**src/rtl/ldpc_encoder.sv**
```systemverilog
// Serial (12,4) LDPC encoder: computes one parity bit per clock, then presents the codeword with a valid/ready handoff.
// Optional macro LDPC_ENC_SELFCHECK_EN adds a syndrome check on each loaded codeword, reported on chk_err.
module ldpc_encoder (
    input  logic        clk,
    input  logic        rst_n,
    input  logic [3:0]  msg_in,
    input  logic        msg_valid,
    output logic        msg_ready,
    output logic [11:0] code,
    output logic        code_valid,
    input  logic        code_ready,
    output logic        busy,
    output logic        chk_err
);

    typedef enum logic [1:0] {
        IDLE = 2'd0,
        CALC = 2'd1,
        DONE = 2'd2
    } state_t;

    state_t      state_q, state_d;
    logic [3:0]  msg_q, msg_d;
    logic [2:0]  cnt_q, cnt_d;
    logic [11:0] work_q, work_d;
    logic [11:0] code_q, code_d;
    logic        valid_q, valid_d;
    logic        ready_q, ready_d;

    logic        par_bit;
    logic [3:0]  par_pos;

    // Parity bit and its codeword position for the current counter step.
    always_comb begin
        par_bit = 1'b0;
        par_pos = 4'd11;
        case (cnt_q)
            3'd0: begin par_bit = msg_q[1] ^ msg_q[2] ^ msg_q[3]; par_pos = 4'd11; end
            3'd1: begin par_bit = msg_q[0] ^ msg_q[2];            par_pos = 4'd10; end
            3'd2: begin par_bit = msg_q[0];                       par_pos = 4'd9;  end
            3'd3: begin par_bit = msg_q[1] ^ msg_q[2] ^ msg_q[3]; par_pos = 4'd8;  end
            3'd4: begin par_bit = msg_q[1] ^ msg_q[2] ^ msg_q[3]; par_pos = 4'd7;  end
            3'd5: begin par_bit = msg_q[2];                       par_pos = 4'd6;  end
            3'd6: begin par_bit = msg_q[0] ^ msg_q[1] ^ msg_q[2]; par_pos = 4'd5;  end
            default: begin par_bit = msg_q[0] ^ msg_q[1] ^ msg_q[2]; par_pos = 4'd3; end
        endcase
    end

    always_comb begin
        state_d = state_q;
        msg_d   = msg_q;
        cnt_d   = cnt_q;
        work_d  = work_q;
        code_d  = code_q;
        valid_d = valid_q;
        case (state_q)
            IDLE: begin
                if (msg_valid && ready_q) begin
                    msg_d   = msg_in;
                    cnt_d   = 3'd0;
                    // Systematic bits go in at acceptance; parity slots start cleared.
                    work_d  = {7'b0, msg_in[3], 1'b0, msg_in[2:0]};
                    state_d = CALC;
                end
            end
            CALC: begin
                work_d[par_pos] = par_bit;
                cnt_d = cnt_q + 3'd1;
                if (cnt_q == 3'd7) begin
                    code_d  = work_d;
                    valid_d = 1'b1;
                    state_d = DONE;
                end
            end
            DONE: begin
                if (code_ready) begin
                    valid_d = 1'b0;
                    state_d = IDLE;
                end
            end
            default: state_d = IDLE;
        endcase
        // Registered ready stays low through reset and rises on the first edge after release.
        ready_d = (state_d == IDLE);
    end

    always_ff @(posedge clk or negedge rst_n) begin
        if (!rst_n) begin
            state_q <= IDLE;
            msg_q   <= 4'd0;
            cnt_q   <= 3'd0;
            work_q  <= 12'd0;
            code_q  <= 12'd0;
            valid_q <= 1'b0;
            ready_q <= 1'b0;
        end else begin
            state_q <= state_d;
            msg_q   <= msg_d;
            cnt_q   <= cnt_d;
            work_q  <= work_d;
            code_q  <= code_d;
            valid_q <= valid_d;
            ready_q <= ready_d;
        end
    end

    assign msg_ready  = ready_q;
    assign code       = code_q;
    assign code_valid = valid_q;
    assign busy       = (state_q != IDLE);

`ifdef LDPC_ENC_SELFCHECK_EN
    // One mask per parity check; each check XORs the masked codeword bits.
    localparam logic [11:0] H_MASK [8] = '{
        12'h880, 12'hA30, 12'h441, 12'h422,
        12'h604, 12'h24A, 12'h1C4, 12'h119
    };

    logic [7:0] syn;
    logic       chk_q, chk_d;

    generate
        for (genvar gi = 0; gi < 8; gi++) begin : g_syn
            assign syn[gi] = ^(code_d & H_MASK[gi]);
        end
    endgenerate

    always_comb begin
        chk_d = chk_q;
        if (state_q == CALC && cnt_q == 3'd7) begin
            chk_d = |syn;
        end else if (state_q == DONE && code_ready) begin
            chk_d = 1'b0;
        end
    end

    always_ff @(posedge clk or negedge rst_n) begin
        if (!rst_n) begin
            chk_q <= 1'b0;
        end else begin
            chk_q <= chk_d;
        end
    end

    assign chk_err = chk_q;
`else
    assign chk_err = 1'b0;
`endif

endmodule

```
**config.mk**
```make
export PLATFORM = sky130hd
export DESIGN_NAME = ldpc_encoder
export DESIGN_NICKNAME = d
export VERILOG_FILES = /design/src/rtl/ldpc_encoder.sv
export SDC_FILE = /design/constraint.sdc
export NUM_CORES = 1
export LEC_CHECK = 0
export BUFFER_PORTS_ARGS = -buffer_cell sky130_fd_sc_hd__buf_2
export CAP_MARGIN = 20
export CORE_MARGIN = 3
export CORE_UTILIZATION = 35
export DETAILED_ROUTE_END_ITERATION = 16
export MAX_ROUTING_LAYER = met4
export PLACE_DENSITY = 0.55
export SLEW_MARGIN = 20
export SYNTH_ARGS = -nofsm -noshare
export SYNTH_HDL_FRONTEND = slang
export SYNTH_SLANG_ARGS = --single-unit
```
**constraint.sdc**
```tcl
create_clock -name clk -period 2.1 [get_ports clk]
set_input_delay 0.42 -clock clk [delete_from_list [all_inputs] [get_ports clk]]
set_output_delay 0.42 -clock clk [all_outputs]
set_load 0.005 [all_outputs]
```
* Word-level counts from Yosys, hierarchy flattened *
Cells that the tools add are included.

storage, ports and cells
  bits in registers = 35
  input bits = 8
  output and inout bits = 16
  word-level logic and storage cells = 56

cells by class
  add/sub/neg operators = 1
  magnitude comparators = 2
  equal/unequal tests = 12
  muxes and demuxes = 16
  bitwise logic cells = 5
  reduce and logical (&&, ||, !) cells = 13

operators by type and width
  cell                 count
  $pmux 4 s7           1
  $pmux 12 s2          1
  $bwmux 12            1
  $eq 3x3->1 const B   4
  $mux 12              1
  $eq 3x2->1 const B   2
  $mux 2               3
  $ne 2x2->1 const B   3
  $pmux 2 s3           1
  $pmux 3 s2           1
  $reduce_and 2->1     3
  $reduce_bool 2->1    3
  $lt 4x5->1 const B   1
  $xor 1x1->1          5
  $demux 1 s4          1
  $ge 4x1->1 const B   1
  $logic_not 2->1      2
  $pmux 1 s4           1
  $add 3x1->3 const B  1
  $eq 3x1->1 const B   1
  $logic_not 3->1      1
  $mux 1               3
  $mux 3               1
  $reduce_and 3->1     1
  other kinds (5)      6

* Logic depth before layout (Yosys ltp) *
  depth in word-level cells = 8
  mapped depth = 8
  depth with buffers taken out = 7

* Worst setup path before layout *
No wires, ideal clock.

  path type = register to register
  start = register cnt_q[0]
  end = register code_q[6], in the netlist code[6]
  library setup time = 127 ps
  data arrival time = 1733 ps
  data required time = 1973 ps
  setup slack = 240 ps
  stages on the path, launching flop included = 8
  path buffers = 0
  clock period less this slack = 1860 ps
  path through = dfrtp_1 > inv_1 > ha_1 > nor2b_1 > nand3b_1 > o211a_1 > nor2_1 > a221o_2

between the ends
  longest elaborated chain between the ends = 7
  elaborated cells between the ends (all ways) = 18
  those cells by class = order compare (2); eq/ne (7); mux (5); reduce/logical (4)

RTL lines
  what                                                            RTL line  text
  from (decl)                                                     24        logic [2:0] cnt_q, cnt_d;
  from (signal assigned)                                          99        cnt_q <= cnt_d;
  $eq 3x3->1 (tied with other cells)                              37        case (cnt_q)
  $pmux 4 s7                                                      37
  $lt 4x5->1 (implied by the code) or $ge 4x1->1 (tied branches)  67        work_d[par_pos] = par_bit;
  $logic_and 1x1->1 (implied by the code)                         67
  $mux 1 (implied by the code)                                    67
  $demux 1 s4                                                     67
  $bwmux 12                                                       67
  to (signal assigned)                                            101       code_q <= code_d;
  to (decl)                                                       26        logic [11:0] code_q, code_d;

Parallel ways exist; a longest one is shown, timed or not.
A chain may end at the register's enable or synchronous reset.

* Final worst setup path *
Ends and elaborated chain as after synthesis.

==> out/metrics.yaml <==
finish:
  finalNonFillerCells: 267
  antenna_cells: 0
  mostFrequentLayoutCells: "dfrtp_1 (35), nand2_1 (29), buf_2 (22)"
  fill_cells: 466
  final_common_cell: "dfrtp_1"
  fin_util_pct: 45.0
  drive_gt1_share_pct: 26.2
  fin_nets: 215
  area_delta_synth_final_pct: 18.8
clock_tree:
  cts_hold_buf: 0
  cts.clk_slew.worst_paths_ns: 0.07
  post_cts_resized: 0
  numCtsBuffers: 5
  clock_sinks: 35
  clk_latency_ns: 0.28
  cts_tree: "done"
  cts_setup_buffers: 0
  clk_path_buf_depth: 2
  h-tree-depth: 2
  cts_root_buffer: "clkbuf_8"
synthesis:
  yosys-top-cells-area: "dfrtp_1 (51%), nand2_1 (6.3%), o21ai_0 (5.5%), ha_1 (4.3%), nor3b_1 (2.6%)"
  synth_top_area_share_pct: 50.7
  yosysUniqueCellTypes: 39
  synth-main-ff-cell: "dfrtp_1"
  synth_cells: 171
  synth_seq_cells: 35
  syn_area_um2: 1730
  synth-seq-area-share_pct: 50.7
  synth_edf_count: 0
  syn_nets: 185
  async_reset_ff_share_pct: 100
  avgSynthCellArea_um2: 10.1
  synth_warnings: 0
  synth_largest_area_cell: "dfrtp_1"
worst_hold_path:
  min_path_type: "primary input to async pin"
die:
  coreArea_um2: 4560
  die_y_um: 76.3
  io_pins: 24
  dieArea_um2: 5820
  rows: 24
  die_w_um: 76.3
  start_util_pct: 37.9
setup_path:
  worstPathArrival_ns: 2.13
  r2r_start: "cnt_q[0]"
  crit_buf_inv: 1
  reg2regPathDepth: 7
  critPathTopFamily: "compound AO/OA/AOI/OAI gates"
  criticalPathCategory: "flop to flop"
  critPathMaxFanout: 7
  worst-path-stages: 7
  reg2reg_to: "code[6]"
  max_stage_delay_ns: 0.42
  path_cells: "inv_2 -> ha_2 -> nor2b_1 -> nand3b_1 -> o211a_1 -> nor2_1 -> a221o_2"
  required_ns: 2.27
  end_kind: "flop"
  slowest_stage: "dfrtp_1"
  crit_path_start_kind: "flop"
  rrSetupSlack_ns: 0.14
placed_design:
  dp.final_hpwl_mm: 2.66
  dpl.cell_count: 259
  port_buffers: 22
  place_congestion: 0.812
grt:
  grt_max_degree: 36
  grt_use_total_pct: 14.1
  grt_pass1_vias: 1352
  grt_pass1_wl_mm: 6.49
  antenna_found_initial: 0
  overflow: 0
timing:
  max_freq_mhz: 511
  finalHoldViolations: 0
  post-route-period-util_pct: 93.1
  relSlewSlack_pct: 48.5
  slew_violations: 0
  finalCriticalPeriod_ns: 1.96
  worst_pin_slew_ns: 0.773
  fin_skew_ns: 0.00431
  setup_violations: 0
drt:
  drt-initial-drc-count: 65
  vias: 1330
  drt-total-wl_mm: 3.68
  vias_per_cell: 4.98
  drt-pass1-iter-count: 4
  detail-route-antenna-nets: 0
  drc: 0
  routedWlPerCell_um: 13.8
pwr:
  cellPowerDensity_nw_per_um2: 1540
  irDropWorstVdd_uv: 657
  p_leak_nw: 0.984
  power_w: 0.00316
status:
  status: "complete, no violations"
job:
  drv_cap: 0
-- routing by layer --
layer	vias to the layer above	track usage, %	part of all wire [%]
met5	-	-	0
li1	660	-	-
met1	640	17.7	49
met2	23	22.4	46
met4	0	5.43	1.4
met3	7	3.07	3.5
-- layout make-up --
| class | count | area [um2] | share of cell area, % |
|---|---|---|---|
| multi-input combinational | 123 | 800 | 38.9 |
| tap | 65 | 81.3 | 3.96 |
| timing repair buffer | 31 | 178 | 8.65 |
| clock buffer | 8 | 100 | 4.88 |
| inverter | 5 | 18.8 | 0.914 |
| sequential | 35 | 876 | 42.7 |
-- worst max-delay path by stage --
stage | from | end | slack, ns
2_1_floorplan | cnt_q[0] | code[6] | 0.24
3_3_place_gp | cnt_q[0] | code[6] | 0.18
3_5_place_dp | cnt_q[0] | code[6] | 0.05
4_1_cts | cnt_q[0] | code[6] | 0.05
5_1_grt | cnt_q[0] | code[8] | -0.02
6_report | cnt_q[0] | code[6] | 0.14
-- report_power, final --
group | internal (W) | switching (W)
Sequential | 0.000946 | 0.000176
Combinational | 0.000662 | 0.000852
Clock | 0.000299 | 0.000230
-- flip-flops by register name (all words and copies together), names as in the netlist --
name        count
cnt_q           3
code           12
code_valid      1
msg_q           4
msg_ready       1
state_q         2
work_q         12
-- kinds of logic after synthesis --
family | synth area share (%)
AOI/OAI and AO/OA | 16.8
xor gates and xnor gates | 1.52
adders and majority gates | 4.34
buffers and inverters | 3.62
DFF | 50.7
muxes | 3.69
other | 0.217
and+or+nand+nor | 19.1
-- cell usage after synthesis, types with 2 or more instances --
master and n:
mux2_2 3, nor3b_1 6, a21oi_1 4, nand2b_1 2
inv_1 5, nand3_1 4, nor2b_1 3, and3_1 2
a32o_1 4, mux2i_1 3, o21ai_1 2, nor2_1 7
ha_1 6, nor3_1 3, o21ai_0 19, xor2_1 2
a221o_1 3, a22o_1 3, buf_2 5, nand2_1 29
nor4_1 3, dfrtp_1 35, buf_4 2
-- per-stage QoR --
stage | setup WS [ns] | instance area (um2) | hold WS [ns] | TNS, ns
3_3_place_gp | 0.184 | 1940 | 0.456 | 0
4_1_cts | 0.0530 | 2040 | 0.244 | 0
6_report | 0.145 | 2050 | 0.209 | 0
3_5_place_dp | 0.0486 | 1940 | 0.464 | 0
2_1_floorplan | 0.240 | 1730 | 0.124 | 0
5_1_grt | -0.0210 | 2050 | 0.281 | -0.0210
Note: power is estimated with default switching activity, not from simulation.
